### src/rtl/cla_mp_add_seq.sv
// Multi-precision add/subtract sequencer: one W-bit carry-lookahead slice is reused
// across N slices, one slice per cycle, with the inter-slice carry held in a register.
module cla_mp_add_seq #(
    parameter int W = 8,
    parameter int N = 4
) (
    input  logic           clk_i,
    input  logic           rst_ni,
    input  logic           in_valid_i,
    output logic           in_ready_o,
    input  logic           op_i,
    input  logic [W*N-1:0] a_i,
    input  logic [W*N-1:0] b_i,
    input  logic           cin_i,
    output logic           out_valid_o,
    input  logic           out_ready_i,
    output logic [W*N-1:0] s_o,
    output logic           cout_o,
    output logic           ovf_o,
    output logic           busy_o,
    output logic [1:0]     state_o
);
    // Handshakes: a transfer happens on a rising edge where valid and ready are both
    // high; in_ready and out_valid are registered and never high in the same cycle.

    localparam int IW = (N > 1) ? $clog2(N) : 1;
    localparam int DW = W * N;

    typedef enum logic [1:0] {
        IDLE = 2'd0,
        RUN  = 2'd1,
        DONE = 2'd2
    } state_t;

    state_t          state_q;
    logic [IW-1:0]   idx_q;
    logic            cr_q;
    logic [DW-1:0]   a_q;
    logic [DW-1:0]   b_q;
    logic [DW-1:0]   s_q;
    logic            cout_q;
    logic            ovf_q;
    logic            out_valid_q;
    logic            in_ready_q;
    logic            busy_q;

    logic [W-1:0]    a_sl;
    logic [W-1:0]    b_sl;
    logic [W-1:0]    gen;
    logic [W-1:0]    prp;
    logic [W:0]      carry;
    logic [W-1:0]    sum_d;
    logic            co_d;
    logic            last_slice;

    // Every carry is a flat sum of products of g/p and the slice carry-in.
    function automatic logic [W:0] cla_carry(input logic [W-1:0] g, input logic [W-1:0] p,
                                             input logic ci);
        logic [W:0] c;
        logic       term;
        c    = '0;
        c[0] = ci;
        for (int i = 0; i < W; i++) begin
            c[i+1] = g[i];
            term   = p[i];
            for (int j = i - 1; j >= 0; j--) begin
                c[i+1] = c[i+1] | (term & g[j]);
                term   = term & p[j];
            end
            c[i+1] = c[i+1] | (term & ci);
        end
        return c;
    endfunction

    always_comb begin
        a_sl       = a_q[int'(idx_q)*W +: W];
        b_sl       = b_q[int'(idx_q)*W +: W];
        gen        = a_sl & b_sl;
        prp        = a_sl ^ b_sl;
        carry      = cla_carry(gen, prp, cr_q);
        sum_d      = prp ^ carry[W-1:0];
        co_d       = carry[W];
        last_slice = (idx_q == IW'(N - 1));
    end

    always_ff @(posedge clk_i or negedge rst_ni) begin
        if (!rst_ni) begin
            state_q     <= IDLE;
            idx_q       <= '0;
            cr_q        <= 1'b0;
            a_q         <= '0;
            b_q         <= '0;
            s_q         <= '0;
            cout_q      <= 1'b0;
            ovf_q       <= 1'b0;
            out_valid_q <= 1'b0;
            in_ready_q  <= 1'b0;
            busy_q      <= 1'b0;
        end else begin
            case (state_q)
                IDLE: begin
                    in_ready_q <= 1'b1;
                    if (in_valid_i && in_ready_q) begin
                        a_q        <= a_i;
                        b_q        <= op_i ? ~b_i : b_i;
                        cr_q       <= op_i ? 1'b1 : cin_i;
                        idx_q      <= '0;
                        in_ready_q <= 1'b0;
                        busy_q     <= 1'b1;
                        state_q    <= RUN;
                    end
                end
                RUN: begin
                    s_q[int'(idx_q)*W +: W] <= sum_d;
                    cr_q                    <= co_d;
                    if (last_slice) begin
                        cout_q      <= co_d;
                        ovf_q       <= (a_sl[W-1] == b_sl[W-1]) && (sum_d[W-1] != a_sl[W-1]);
                        out_valid_q <= 1'b1;
                        state_q     <= DONE;
                    end else begin
                        idx_q <= idx_q + IW'(1);
                    end
                end
                DONE: begin
                    if (out_ready_i) begin
                        out_valid_q <= 1'b0;
                        busy_q      <= 1'b0;
                        in_ready_q  <= 1'b1;
                        state_q     <= IDLE;
                    end
                end
                default: state_q <= IDLE;
            endcase
        end
    end

    assign in_ready_o  = in_ready_q;
    assign out_valid_o = out_valid_q;
    assign s_o         = s_q;
    assign cout_o      = cout_q;
    assign ovf_o       = ovf_q;
    assign busy_o      = busy_q;
    assign state_o     = state_q;

endmodule

### config.mk
export PLATFORM = sky130hd
export DESIGN_NAME = cla_mp_add_seq
export DESIGN_NICKNAME = d
export VERILOG_FILES = /design/src/rtl/cla_mp_add_seq.sv
export SDC_FILE = /design/constraint.sdc
export NUM_CORES = 1
export LEC_CHECK = 0
export CORE_MARGIN = 1
export CORE_UTILIZATION = 38
export DETAILED_ROUTE_END_ITERATION = 7
export DONT_BUFFER_PORTS = 1
export HOLD_SLACK_MARGIN = 0.02
export PLACE_DENSITY_LB_ADDON = 0.12
export SYNTH_ARGS = -nofsm -noshare
export SYNTH_HDL_FRONTEND = slang
export SYNTH_SLANG_ARGS = --single-unit
export TNS_END_PERCENT = 20
### constraint.sdc
create_clock -name clk_i -period 3.86 [get_ports clk_i]
set_clock_uncertainty 0.1 [all_clocks]
set_input_delay 0.579 -clock clk_i [delete_from_list [all_inputs] [get_ports clk_i]]
set_output_delay 0.579 -clock clk_i [all_outputs]
set_load 0.01 [all_outputs]
==> results.sh, run 1 <==
export IMPL_run_status="complete, no violations"
export IMPL_final_nets=498
export IMPL_cts_htree_levels=3
export IMPL_clk_root_buffer_cell="clkbuf_16"
export IMPL_io_buffers=0
export IMPL_cts_resized=0
export IMPL_crit_chain="buf_4 > mux4_2 > ha_1 > a21oi_2 > a21boi_0 > nor4_1 > o31ai_1"
export IMPL_maxSlewHeadroom_pct=38.7
export IMPL_cts_tree="done"
export IMPL_timing_hold_worst_class="input pin to asynchronous set/reset pin"
export IMPL_worstMarginPinSlew_ps=920
export IMPL_detail_route_iter0_violations=160
export IMPL_global_route_usage_total_pct=17.1
export IMPL_numCtsBuffers=9
export IMPL_power_share_combinational_pct=49.8
export IMPL_synthesis_nets=504
export IMPL_grt_first_pass_wirelength_um=18100
export IMPL_finalCritPeriodShare_pct=80.3
export IMPL_post_place_ws_ps=775
export IMPL_fmax_ghz=0.323
export IMPL_drt_total_wl_um=10900
export IMPL_finalWorstPathRequiredPeriod_ps=3100
export IMPL_worst_setup_hold_path_clk_slew_ps=70
export IMPL_flow_area_growth_from_synthesis_pct=8.92
export IMPL_cap_viol_max_count=0
export IMPL_initial_core_util_pct=39.5
export IMPL_clock_path_buffers=2
export IMPL_synth_edff_count=0
export IMPL_max_vdd_ir_drop_v=0.000432
export IMPL_synth_cell_area_mm2=0.00506
export IMPL_grt_antenna_before_repair=0
export IMPL_maximum_number_of_pins_on_one_net_before_global_route_repair=107
export IMPL_crit_path_max_incr_delay_ps=710
export IMPL_clk_latency_ps=350
export IMPL_crit_reg2reg_capture="s_o[14]$_DFFE_PN0P_"
export IMPL_cp_start_kind="flip-flop"
export IMPL_drtPass1Iterations=4
export IMPL_routed_via_density=5.35
export IMPL_synthesis_instances=419
export IMPL_route_detailed_drc=0
export IMPL_route_detailed_wl_per_inst_um=18.6
export IMPL_postRouteAntennaNets=0
export IMPL_cp_data_required_time_ps=3970
export IMPL_timing_worst_setup_path_type="flip-flop to flip-flop"
export IMPL_cts_setup_buffers=0
export IMPL_number_of_synthesis_warnings=0
export IMPL_dieArea_mm2=0.0138
export IMPL_place_congestion=0.820
export IMPL_die_w_um=117
export IMPL_synth_top_flop_cell="dfrtp_1"
export IMPL_clock_sink_count=106
export IMPL_worst_r2r_startpoint="idx_q[0]$_DFFE_PN0P_"
export IMPL_yosys_cell_types_count=45
export IMPL_finalWorstSetupSlack_ps=762
export IMPL_rsz0062_at_grt="false"
export IMPL_ff2ff_setup_slack_ps=760
export IMPL_power_net_switching_w=0.00243
export IMPL_register_area_share_after_synthesis_pct=52.4
export IMPL_p_leak_nw=2.23
export IMPL_antenna_cells_inserted=0
export IMPL_design_area_mm2=0.00552
export IMPL_mostFrequentLayoutCell="dfrtp_1"
export IMPL_pin_count=109
export IMPL_floorplan_rows=41
export IMPL_routed_via_count=3156
export IMPL_hpwl_um=7890
export IMPL_post_route_cells_drive_above_1_share_pct=18.7
export IMPL_timing_final_setup_violations=0
export IMPL_cell_area_reported_after_detailed_placement_mm2=0.00521
export IMPL_synth_async_reset_ratio_pct=100
export IMPL_holdBufCountCts=1
export IMPL_timing_setup_tns_ps=0
export IMPL_timing_critical_path_slowest_stage_cell="nor4_1"
export IMPL_dieHeight_um=117
export IMPL_p_seq_share_pct=35.1
export IMPL_mostFrequentLayoutCells="106 x dfrtp_1, 44 x nor2_1, 39 x a21oi_1"
export IMPL_core_area_mm2=0.0128
export IMPL_p_int_w=0.00326
export IMPL_number_of_cell_instances_on_the_worst_register_to_register_path=7
export IMPL_cellPowerDensity_mw_per_mm2=1030
export IMPL_vias_in_the_first_global_route=3260
export IMPL_ys_ff_latch=106
export IMPL_cp_arrival_ps=3210
export IMPL_grt_ovfl_total=0
export IMPL_slew_viol_final=0
export IMPL_worst_path_max_fanout=17
export IMPL_critical_path_endpoint_type="flip-flop"
export IMPL_finalHoldViolations=0
export IMPL_syn_avg_cell_area_um2=12.1
export IMPL_power_frac_clock_pct=15.1
export IMPL_p_sw_share_pct=42.7
## how the worst max path moves through the flow
stage / from / end / slack, ps / cells after the start
floorplan: idx_q[0]$_DFFE_PN0P_ / cout_o$_DFFE_PN0P_ / 810 / 8
global placement: idx_q[0]$_DFFE_PN0P_ / s_o[7]$_DFFE_PN0P_ / 860 / 7
detailed placement: idx_q[0]$_DFFE_PN0P_ / s_o[6]$_DFFE_PN0P_ / 780 / 7
CTS: idx_q[0]$_DFFE_PN0P_ / s_o[6]$_DFFE_PN0P_ / 760 / 7
global route: idx_q[0]$_DFFE_PN0P_ / s_o[7]$_DFFE_PN0P_ / 600 / 7
finish: idx_q[0]$_DFFE_PN0P_ / s_o[14]$_DFFE_PN0P_ / 760 / 7
## state kept, by name, indices dropped and copies added (netlist names)
register / cells
a_q: 32
b_q: 32
s_o: 32
idx_q: 2
state_o: 2
busy_o: 1
cout_o: 1
cr_q: 1
in_ready_o: 1
out_valid_o: 1
ovf_o: 1
## cell usage after synthesis (5+ instances only)
library cell | instances | share of area, %
nand4_1 | 5 | 0.62
o31ai_1 | 8 | 1.2
ha_1 | 14 | 3.5
mux2_2 | 32 | 7.1
a22o_1 | 20 | 3.5
a21oi_1 | 39 | 3.9
mux4_2 | 16 | 7.1
nand2_1 | 21 | 1.6
xnor2_1 | 34 | 5.9
buf_2 | 15 | 1.5
dfrtp_1 | 106 | 52
o21ai_0 | 7 | 0.69
nor2_1 | 44 | 3.3
inv_1 | 6 | 0.44
## stage by stage
stage	util (%)	instances	power (W)	hold WS, ps
floorplan	-	419	0.00412	183
global placement	40.6	573	0.00482	186
detailed placement	40.6	573	0.00486	186
CTS	43.0	590	0.00576	85.3
global route	43.0	590	0.00615	85.2
finish	43.0	590	0.00569	35.7
## power groups by stage
stage | combinational (W) | clock (W) | sequential, W
finish | 0.00283 | 0.000860 | 0.00200
global route | 0.00314 | 0.000927 | 0.00208
CTS | 0.00286 | 0.000892 | 0.00201
floorplan | 0.00221 | 0 | 0.00191
global placement | 0.00280 | 0 | 0.00202
detailed placement | 0.00282 | 0 | 0.00203
## worst max-delay path, delay by kind of cell (launching register included)
kind	cells	cell delay, ps
AND/OR/NAND/NOR	1	710
multiplexers	1	550
AO/OA/AOI/OAI	3	530
adder cells (fa/ha/maj)	1	430
flip-flops	1	350
buffers and inverters	1	280
## routing by layer
metal | track usage, % | wire length [µm] | part of all wire [%]
met1 | 21.1 | 4850 | 44
met2 | 27.9 | 5250 | 48
met3 | 6.76 | 710 | 6.5
met4 | 4.63 | 143 | 1.3
met5 | 0 | 0 | 0
## cell families (layout without fill, tap and decap cells)
logic type / count (synthesis) / count (layout) / share of synthesized area, %
compound gates: 95 / 95 / 12.6
xor+xnor: 34 / 34 / 5.88
fa+ha+maj: 15 / 15 / 3.85
buf+inv: 29 / 28 / 2.67
flops: 106 / 106 / 52.4
mux: 48 / 48 / 14.2
simple gates: 92 / 92 / 8.38
## area by class of cell
cell class	count	area (µm²)
Clock buffer	9	225
Clock inverter	7	55.1
Fill cell	1254	7310
Inverter	6	22.5
Multi-Input combinational cell	284	2280
Sequential cell	106	2650
Tap cell	172	215
Timing Repair Buffer	6	65.1
Note: power is estimated with default switching activity, not from simulation.
==> run 2: changes to the inputs <==
==> constraint.sdc (replaced) <==
create_clock -name clk_i -period 2.6 [get_ports clk_i]
set_clock_uncertainty 0.1 [all_clocks]
set_input_delay 0.39 -clock clk_i [delete_from_list [all_inputs] [get_ports clk_i]]
set_output_delay 0.39 -clock clk_i [all_outputs]
set_load 0.01 [all_outputs]
==> run 2 against run 1 <==
The flow now finishes with violations (negative hold slack, negative setup slack). Flip-flop and latch count stayed put. Global-route usage up 0.90 points. Utilization increased by 3.3 points. Largest power group unchanged. Sequential share of layout area fell by 3.4 points. Worst setup slack worse by 860 ps. Final area up 7.6%. Largest cell class unchanged. Power grew 80%.
==> results.sh, run 2 (same netlist as run 1, synthesis figures left out) <==
export IMPL_power_share_combinational_pct=57.9
export IMPL_p_sw_share_pct=40.3
export IMPL_crit_chain="buf_12 > mux4_2 > ha_4 > a211oi_4 > buf_4 > nor3_4 > o31a_1 > o31a_1"
export IMPL_routed_via_count=3287
export IMPL_clk_latency_ps=350
export IMPL_pin_count=109
export IMPL_hpwl_um=8430
export IMPL_slew_viol_final=0
export IMPL_numCtsBuffers=9
export IMPL_cp_arrival_ps=2830
export IMPL_worst_r2r_startpoint="idx_q[0]$_DFFE_PN0P_"
export IMPL_drtPass1Iterations=4
export IMPL_die_w_um=117
export IMPL_routed_via_density=5.31
export IMPL_postRouteAntennaNets=0
export IMPL_timing_final_setup_violations=12
export IMPL_cts_tree="done"
export IMPL_clock_sink_count=106
export IMPL_grt_ovfl_total=0
export IMPL_cell_area_reported_after_detailed_placement_mm2=0.00555
export IMPL_cellPowerDensity_mw_per_mm2=1730
export IMPL_clock_path_buffers=2
export IMPL_maximum_number_of_pins_on_one_net_before_global_route_repair=107
export IMPL_timing_hold_worst_class="input pin to asynchronous set/reset pin"
export IMPL_power_frac_clock_pct=12.7
export IMPL_max_vdd_ir_drop_v=0.000760
export IMPL_finalWorstPathRequiredPeriod_ps=2690
export IMPL_worst_path_max_fanout=9
export IMPL_maxSlewHeadroom_pct=56.3
export IMPL_core_area_mm2=0.0128
export IMPL_fmax_ghz=0.371
export IMPL_timing_worst_setup_path_type="flip-flop to flip-flop"
export IMPL_finalCritPeriodShare_pct=104
export IMPL_initial_core_util_pct=39.5
export IMPL_worst_setup_hold_path_clk_slew_ps=70
export IMPL_post_route_cells_drive_above_1_share_pct=27.3
export IMPL_critical_path_most_common_cell="o31a_1"
export IMPL_design_area_mm2=0.00593
export IMPL_io_buffers=0
export IMPL_dieHeight_um=117
export IMPL_route_detailed_wl_per_inst_um=18.7
export IMPL_floorplan_rows=41
export IMPL_cp_start_kind="flip-flop"
export IMPL_drt_total_wl_um=11600
export IMPL_mostFrequentLayoutCell="dfrtp_1"
export IMPL_timing_setup_tns_ps=-454
export IMPL_global_route_usage_total_pct=18.0
export IMPL_rsz0062_at_grt="true"
export IMPL_finalHoldViolations=106
export IMPL_crit_path_max_incr_delay_ps=570
export IMPL_p_int_w=0.00612
export IMPL_cap_viol_max_count=0
export IMPL_cts_htree_levels=3
export IMPL_final_nets=527
export IMPL_critical_path_endpoint_type="flip-flop"
export IMPL_run_status="finished, violations left"
export IMPL_timing_critical_path_slowest_stage_cell="mux4_2"
export IMPL_flow_area_growth_from_synthesis_pct=17.2
export IMPL_clk_root_buffer_cell="clkbuf_16"
export IMPL_route_detailed_drc=0
export IMPL_violations_in_the_final_reports="negative hold slack, negative setup slack"
export IMPL_dieArea_mm2=0.0138
export IMPL_final_hold_worst_slack_ps=-378
export IMPL_cp_data_required_time_ps=2740
export IMPL_crit_path_start="idx_q[0]$_DFFE_PN0P_"
export IMPL_final_core_util_pct=46.3
export IMPL_p_leak_nw=2.42
export IMPL_vias_in_the_first_global_route=3487
export IMPL_antenna_cells_inserted=0
export IMPL_grt_antenna_before_repair=0
export IMPL_mostFrequentLayoutCells="105 x dfrtp_1, 44 x nor2_1, 37 x a21oi_1"
export IMPL_finalWorstSetupSlack_ps=-93.5
export IMPL_detail_route_iter0_violations=145
export IMPL_place_congestion=0.866
export IMPL_grt_first_pass_wirelength_um=19300
export IMPL_power_net_switching_w=0.00414
export IMPL_p_seq_share_pct=29.4
export IMPL_post_place_ws_ps=-221
export IMPL_worstMarginPinSlew_ps=651
-- run 2: worst paths after layout --
check                                          to  slack (ps)  depth (start not counted)
min in group clk_i             a_q[0]$_DFFE_PN0P_          80                          1
max reg2reg                    cout_o$_DFFE_PN0P_         -90                          8
max in group asynchronous  in_ready_o$_DFFE_PN0P_        2590                          0
min                           s_o[20]$_DFFE_PN0P_        -380                          0
min reg2reg                   a_q[29]$_DFFE_PN0P_         410                          1
max                            cout_o$_DFFE_PN0P_         -90                          8
-- run 2: worst max-delay path, delay by kind of cell (launching register included) --
family | cells | cell delay [ps]
simple gates | 1 | 40
compound gates | 3 | 880
mux | 1 | 570
flops | 1 | 410
fa+ha+maj | 1 | 260
buf+inv | 2 | 320
-- run 2: layout make-up --
class                   count  area [µm²]
clock buffers              10         239
multi-input cells         284        2430
well taps                 172         215
inverters                   6        22.5
clock inverters             6        40.0
flip-flops and latches    106        2650
fillers                  1203        6890
repair buffers             35         337
-- run 2: stage by stage --
| stage | std cells | total power, W |
|---|---|---|
| after detailed placement | 601 | 0.00851 |
| after global routing | 619 | 0.0111 |
| after global placement | 601 | 0.00846 |
| after floorplan | 419 | 0.00645 |
| after CTS | 618 | 0.0102 |
| final | 619 | 0.0103 |
-- run 2: layer usage --
layer / share of wire [%] / track usage [%]
met5: 0 / 0
met4: 2.0 / 7.22
met3: 5.0 / 4.28
met2: 48 / 29.0
met1: 45 / 23.4
-- run 2: what timing repair did --
action / 4_1_cts / 5_1_grt
hold endpoints to repair: 106 / 106
pin swaps: 6 / 4
setup buffers: 1 / 1
endpoints found under the setup margin: 21 / 23
resized for setup: 11 / 5
-- run 2: power by group through the flow --
stage                     Clock, W  Sequential, W  Combinational (W)
after floorplan                  0        0.00285            0.00361
after CTS                  0.00133        0.00304            0.00582
after global routing       0.00140        0.00312            0.00656
after detailed placement         0        0.00307            0.00544
final                      0.00131        0.00302            0.00594
after global placement           0        0.00308            0.00538
